`config.mk`:
```
export PLATFORM = sky130hd
export DESIGN_NAME = pc_sequencer_flat
export DESIGN_NICKNAME = d
export VERILOG_FILES = /design/src/rtl/pc_sequencer_if.sv /design/src/rtl/pc_sequencer.sv /design/src/flat_wrapper.sv
export SDC_FILE = /design/constraint.sdc
export NUM_CORES = 1
export LEC_CHECK = 0
export ABC_AREA = 1
export BUFFER_PORTS_ARGS = -buffer_cell sky130_fd_sc_hd__buf_2
export CORE_MARGIN = 5
export CORE_UTILIZATION = 39
export DETAILED_ROUTE_END_ITERATION = 7
export GPL_ROUTABILITY_DRIVEN = 0
export PLACE_DENSITY = 0.74
export SLEW_MARGIN = 40
export SYNTH_ARGS = -nofsm -noshare
export SYNTH_HDL_FRONTEND = slang
export SYNTH_SLANG_ARGS = --single-unit
```
`constraint.sdc`:
```
create_clock -name i_clock -period 2.5 [get_ports i_clock]
set_input_delay 0.5 -clock i_clock [delete_from_list [all_inputs] [get_ports i_clock]]
set_output_delay 0.5 -clock i_clock [all_outputs]
set_load 0.01 [all_outputs]
```
`src/rtl/pc_sequencer_if.sv`:
```
// Bundles the debug, hazard/branch and PC-register signals around the fetch-stage sequencer.
// The slave modport is the sequencer's view; the master modport is its environment's view.
interface pc_sequencer_if #(
  parameter int DATA_WIDTH      = 32,
  parameter int CYCLE_CNT_WIDTH = 32
);
  logic                       i_run;
  logic                       i_step;
  logic                       i_halt_instr;
  logic                       i_stall;
  logic                       i_branch_taken;
  logic [DATA_WIDTH-1:0]      i_branch_target;
  logic                       i_jump;
  logic [DATA_WIDTH-1:0]      i_jump_target;
  logic [DATA_WIDTH-1:0]      i_pc;
  logic [DATA_WIDTH-1:0]      o_pc_next;
  logic                       o_pc_enable;
  logic [1:0]                 o_state;
  logic                       o_halted;
  logic [CYCLE_CNT_WIDTH-1:0] o_cycle_count;

  modport master (
    output i_run, i_step, i_halt_instr, i_stall, i_branch_taken, i_branch_target,
           i_jump, i_jump_target, i_pc,
    input  o_pc_next, o_pc_enable, o_state, o_halted, o_cycle_count
  );

  modport slave (
    input  i_run, i_step, i_halt_instr, i_stall, i_branch_taken, i_branch_target,
           i_jump, i_jump_target, i_pc,
    output o_pc_next, o_pc_enable, o_state, o_halted, o_cycle_count
  );
endinterface

```
`src/rtl/pc_sequencer.sv`:
```
// Fetch-stage execution controller: debug-driven run/step/halt FSM that selects the next PC
// and produces the pipeline-advance enable, plus a saturating count of active cycles.
module pc_sequencer #(
  parameter int DATA_WIDTH      = 32,
  parameter int PC_STEP         = 4,
  parameter int CYCLE_CNT_WIDTH = 32
) (
  input logic          i_clock,
  input logic          i_reset,
  pc_sequencer_if.slave bus
);

  typedef enum logic [1:0] {
    IDLE   = 2'b00,
    RUN    = 2'b01,
    STEP   = 2'b10,
    HALTED = 2'b11
  } state_t;

  state_t                     state;
  state_t                     state_next;
  logic                       halted;
  logic [CYCLE_CNT_WIDTH-1:0] cycle_count;
  logic                       active;
  logic                       eligible;
  logic                       advance;
  logic [DATA_WIDTH-1:0]      pc_next;

  assign active   = (state == RUN) || (state == STEP);
  assign eligible = active && !bus.i_stall;
  assign advance  = eligible && !bus.i_halt_instr;

  always_ff @(posedge i_clock or negedge i_reset) begin
    if (!i_reset) begin
      state  <= IDLE;
      halted <= 1'b0;
    end else begin
      state  <= state_next;
      halted <= (state_next == HALTED);
    end
  end

  always_comb begin
    state_next = state;
    case (state)
      IDLE: begin
        if (bus.i_run)       state_next = RUN;
        else if (bus.i_step) state_next = STEP;
      end
      RUN: begin
        if (eligible && bus.i_halt_instr) state_next = HALTED;
      end
      STEP: begin
        // A stalled step waits; the first unstalled cycle is its single advance.
        if (eligible) state_next = bus.i_halt_instr ? HALTED : IDLE;
      end
      HALTED: state_next = HALTED;
      default: state_next = IDLE;
    endcase
  end

  always_ff @(posedge i_clock or negedge i_reset) begin
    if (!i_reset) begin
      cycle_count <= '0;
    end else if (active && (cycle_count != {CYCLE_CNT_WIDTH{1'b1}})) begin
      cycle_count <= cycle_count + CYCLE_CNT_WIDTH'(1);
    end
  end

  // The branch is the older instruction in the pipe, so it outranks a younger jump.
  always_comb begin
    pc_next = bus.i_pc;
    if (advance) begin
      if (bus.i_branch_taken)  pc_next = bus.i_branch_target;
      else if (bus.i_jump)     pc_next = bus.i_jump_target;
      else                     pc_next = bus.i_pc + DATA_WIDTH'(PC_STEP);
    end
  end

  assign bus.o_pc_next     = pc_next;
  assign bus.o_pc_enable   = advance;
  assign bus.o_state       = state;
  assign bus.o_halted      = halted;
  assign bus.o_cycle_count = cycle_count;

endmodule

```
`src/flat_wrapper.sv`:
```
// flat-port wrapper written by rule: the top's interface ports become plain ports
module pc_sequencer_flat 
#(
  parameter int DATA_WIDTH      = 32,
  parameter int PC_STEP         = 4,
  parameter int CYCLE_CNT_WIDTH = 32
)
  (i_clock, i_reset, bus_i_run, bus_i_step, bus_i_halt_instr, bus_i_stall, bus_i_branch_taken, bus_i_branch_target, bus_i_jump, bus_i_jump_target, bus_i_pc, bus_o_pc_next, bus_o_pc_enable, bus_o_state, bus_o_halted, bus_o_cycle_count);
  pc_sequencer_if #(.DATA_WIDTH(DATA_WIDTH), .CYCLE_CNT_WIDTH(CYCLE_CNT_WIDTH)) bus_i ();
  input logic i_clock;
  input logic i_reset;
  input wire logic [$bits(bus_i.i_run)-1:0] bus_i_run;
  input wire logic [$bits(bus_i.i_step)-1:0] bus_i_step;
  input wire logic [$bits(bus_i.i_halt_instr)-1:0] bus_i_halt_instr;
  input wire logic [$bits(bus_i.i_stall)-1:0] bus_i_stall;
  input wire logic [$bits(bus_i.i_branch_taken)-1:0] bus_i_branch_taken;
  input wire logic [$bits(bus_i.i_branch_target)-1:0] bus_i_branch_target;
  input wire logic [$bits(bus_i.i_jump)-1:0] bus_i_jump;
  input wire logic [$bits(bus_i.i_jump_target)-1:0] bus_i_jump_target;
  input wire logic [$bits(bus_i.i_pc)-1:0] bus_i_pc;
  output wire logic [$bits(bus_i.o_pc_next)-1:0] bus_o_pc_next;
  output wire logic [$bits(bus_i.o_pc_enable)-1:0] bus_o_pc_enable;
  output wire logic [$bits(bus_i.o_state)-1:0] bus_o_state;
  output wire logic [$bits(bus_i.o_halted)-1:0] bus_o_halted;
  output wire logic [$bits(bus_i.o_cycle_count)-1:0] bus_o_cycle_count;
  assign bus_i.i_run = bus_i_run;
  assign bus_i.i_step = bus_i_step;
  assign bus_i.i_halt_instr = bus_i_halt_instr;
  assign bus_i.i_stall = bus_i_stall;
  assign bus_i.i_branch_taken = bus_i_branch_taken;
  assign bus_i.i_branch_target = bus_i_branch_target;
  assign bus_i.i_jump = bus_i_jump;
  assign bus_i.i_jump_target = bus_i_jump_target;
  assign bus_i.i_pc = bus_i_pc;
  assign bus_o_pc_next = bus_i.o_pc_next;
  assign bus_o_pc_enable = bus_i.o_pc_enable;
  assign bus_o_state = bus_i.o_state;
  assign bus_o_halted = bus_i.o_halted;
  assign bus_o_cycle_count = bus_i.o_cycle_count;
  pc_sequencer #(.DATA_WIDTH(DATA_WIDTH), .PC_STEP(PC_STEP), .CYCLE_CNT_WIDTH(CYCLE_CNT_WIDTH)) u_core (.i_clock(i_clock), .i_reset(i_reset), .bus(bus_i));
endmodule
```
==> results.yml <==
synthesis:
  synthMuxAreaShare_pct: 0
  synthTopCellsByCount: "281 x nand2_1, 127 x nor2_1, 67 x inv_1"
  ys_top_cells_by_area: "nand2_1 26%, dfrtp_1 21%, nor2_1 12%"
  synth_compound_area_share_pct: 13.4
  synth_top_area_share_pct: 25.8
  synth_nets: 857
  synth.ff_latch_count: 35
  syn-instance-count: 747
  synth_flop_cell: "dfrtp_1"
  yosysUniqueCellTypes: 31
  async_flop_share_pct: 100
  synth_top_family_by_area: "simple AND/OR/NAND/NOR gates"
  synthSimpleGateAreaFrac_pct: 48.3
  synth.avg_cell_area_um2: 5.48
  netlist_area_um2: 4090
  synth_xor_area_share_pct: 5.35
  ys_seq_area_share_pct: 21.4
  yosysTopAreaCell: "nand2_1"
  yosys_warnings: 0
  synth_edf_count: 0
  synth_most_common_cell: "nand2_1"
  synth_fa_ha_area_share_pct: 1.83
route:
  drc: 0
  first_pass_iters: 5
  via_count: 5280
  drtIter0Drc: 352
  post_drt_wl_per_cell_um: 13.7
  vias_per_cell: 4.98
  totalWireLength_mm: 14.5
  postRouteAntennaNets: 0
global_route:
  grt_first_pass_wirelength_mm: 22.8
  first_global_vias: 4921
  antenna_found_initial: 0
  grt_start_max_net_pins: 48
  grt_usage_pct: 21.5
  gr-total-overflow: 0
layout:
  nets: 1034
  area_growth_pct: 30.6
  num_antenna_cells: 0
  post_route_cells_drive_above_1_share_pct: 24.8
  fill_cells: 1145
timing:
  skew_ps: 7.33
  min_period_over_period_pct: 96.7
  maxSlewViolCount: 0
  final-hold-violation-count: 0
  rsz0062_at_grt: "true"
  hold_slack_ps: 152
  fin_crit_ps: 2420
  tightestPinTransition_ps: 541
  setup_violations: 0
  fmax_mhz: 414
  slew_headroom_pct: 63.7
clock_network:
  clock_latency_ps: 290
  hold_buffers: 0
  cts_tree: "done"
  numCtsBuffers: 5
  clkTransAtPathRegs_ps: 70
  cts.sink_count: 35
  cts-root-buf: "clkbuf_8"
  htree_num_levels: 2
  cts_max_path_buffers: 2
power:
  vdd_drop_max_v: 0.000412
  p_leak_nw: 2.80
  total_power_mw: 2.85
  powerDensity_nw_per_um2: 534
job:
  cap_viol_max_count: 0
floorplanning:
  rows: 37
  core_area_um2: 10300
  pin_count: 172
  die_area_um2: 12600
  die_height_um: 112
  die_w_um: 112
  initial_core_util_pct: 39.8
setup_path:
  r2r_setup_slack_ps: 370
  worstPathMaxFanout: 22
  cp_data_arrival_time_ps: 1920
  worstSetupPathType: "register to output pin"
  startpoint_type: "register"
  required_ps: 2000
  timing.critical_path.to_type: "output pin"
hold_path:
  hp-class: "input port to asynchronous set/reset pin"
placement:
  place.detailed.hpwl_mm: 11.6
  portBuffers: 171
outcome:
  status: "finished, final reports clean"
-- metal layers --
metal / vias to the layer above / track usage, % / wire length, um
met5: - / 0 / 0
met4: 0 / 7.45 / 386
met3: 28 / 5.55 / 1210
met2: 216 / 38.7 / 7010
met1: 2323 / 24.7 / 5880
li1: 2713 / - / -
-- cell families after synthesis --
kind of cell / count (synthesis)
XOR/XNOR: 25
buffers and inverters: 95
flip-flops: 35
adder cells (fa/ha/maj): 6
AND/OR/NAND/NOR: 486
AO/OA/AOI/OAI: 100
-- state kept, by name, indices dropped and copies added (netlist names) --
register,flops
u_core.bus.o_cycle_count,32
u_core.bus.o_halted,1
u_core.bus.o_state,2
-- area by class of cell --
cell class,count,area (um2),share of cell area (%)
inverters,71,273,5.10
repair buffers,193,1060,19.8
well taps,136,170,3.18
clock buffers,6,82.6,1.55
repair inverters,1,7.51,0.140
clock inverters,1,5.00,0.0937
flip-flops and latches,35,876,16.4
multi-input cells,617,2870,53.8
-- cells in the final DEF, fill, tap and decap left out, types with 3 or more instances in the layout --
cell      count
nor3_1       14
nand2_1     279
nand3b_1      4
a21oi_1      40
a21boi_1      3
a22oi_1       7
o21ai_1       8
buf_4        20
o211ai_1      5
inv_2         4
nor2_1      120
xnor2_1       6
ha_1          5
nand3_1      44
inv_1        63
nor2_2        8
nor2_4        4
xor2_1       19
clkbuf_8      6
nand4_1       4
nand2_2       4
o22ai_1       3
o21ai_0      31
buf_2       170
dfrtp_1      35
-- power by group --
group	internal [mW]	switching, mW	leakage (nW)
logic	0.647	1.07	2.28
registers	0.640	0.0776	0.476
clock network	0.216	0.198	0.0470
total	1.50	1.35	2.80
-- timing repair --
item | 4_1_cts | 5_1_grt
setup buffers | 2 | 1
endpoints found under the setup margin | 13 | 31
gates cloned | 0 | 2
gates resized for setup | 7 | 16
pin swaps | 0 | 3
-- critical path, stage by stage (launching register included) --
cell and delay [ps]:
dfrtp_1 360, inv_2 60, ha_4 280, inv_4 40, nor2_4 120, nand2_4 130
clkbuf_16 210, a22oi_2 250, buf_2 170
-- per-stage QoR --
step / TNS, ps / utilization (%) / instance area (um2) / instances / worst slack, ps
after floorplan: 0 / - / 4090 / 747 / 206
after global placement: 0 / 50.0 / 5140 / 1048 / 30.6
after detailed placement: 0 / 50.0 / 5140 / 1048 / 3.57
after CTS: 0 / 51.1 / 5250 / 1057 / 0.0864
after global routing: -55.8 / 52.0 / 5340 / 1060 / -52.3
final: 0 / 52.0 / 5340 / 1060 / 83.4
-- final timing paths --
check | startpoint | end | depth (start not counted)
max in group asynchronous | i_reset | u_core.bus.o_cycle_count[28] | 1
hold reg to reg | u_core.bus.o_cycle_count[24] | u_core.bus.o_cycle_count[24] | 1
setup reg to reg | u_core.bus.o_cycle_count[0] | u_core.bus.o_cycle_count[4] | 11
hold / removal | i_reset | u_core.bus.o_cycle_count[9] | 1
setup / recovery | u_core.bus.o_state[0] | bus_o_pc_next[7] | 8
min in group i_clock | bus_i_step | u_core.bus.o_state[1] | 3
Note: power is estimated with default switching activity, not from simulation.
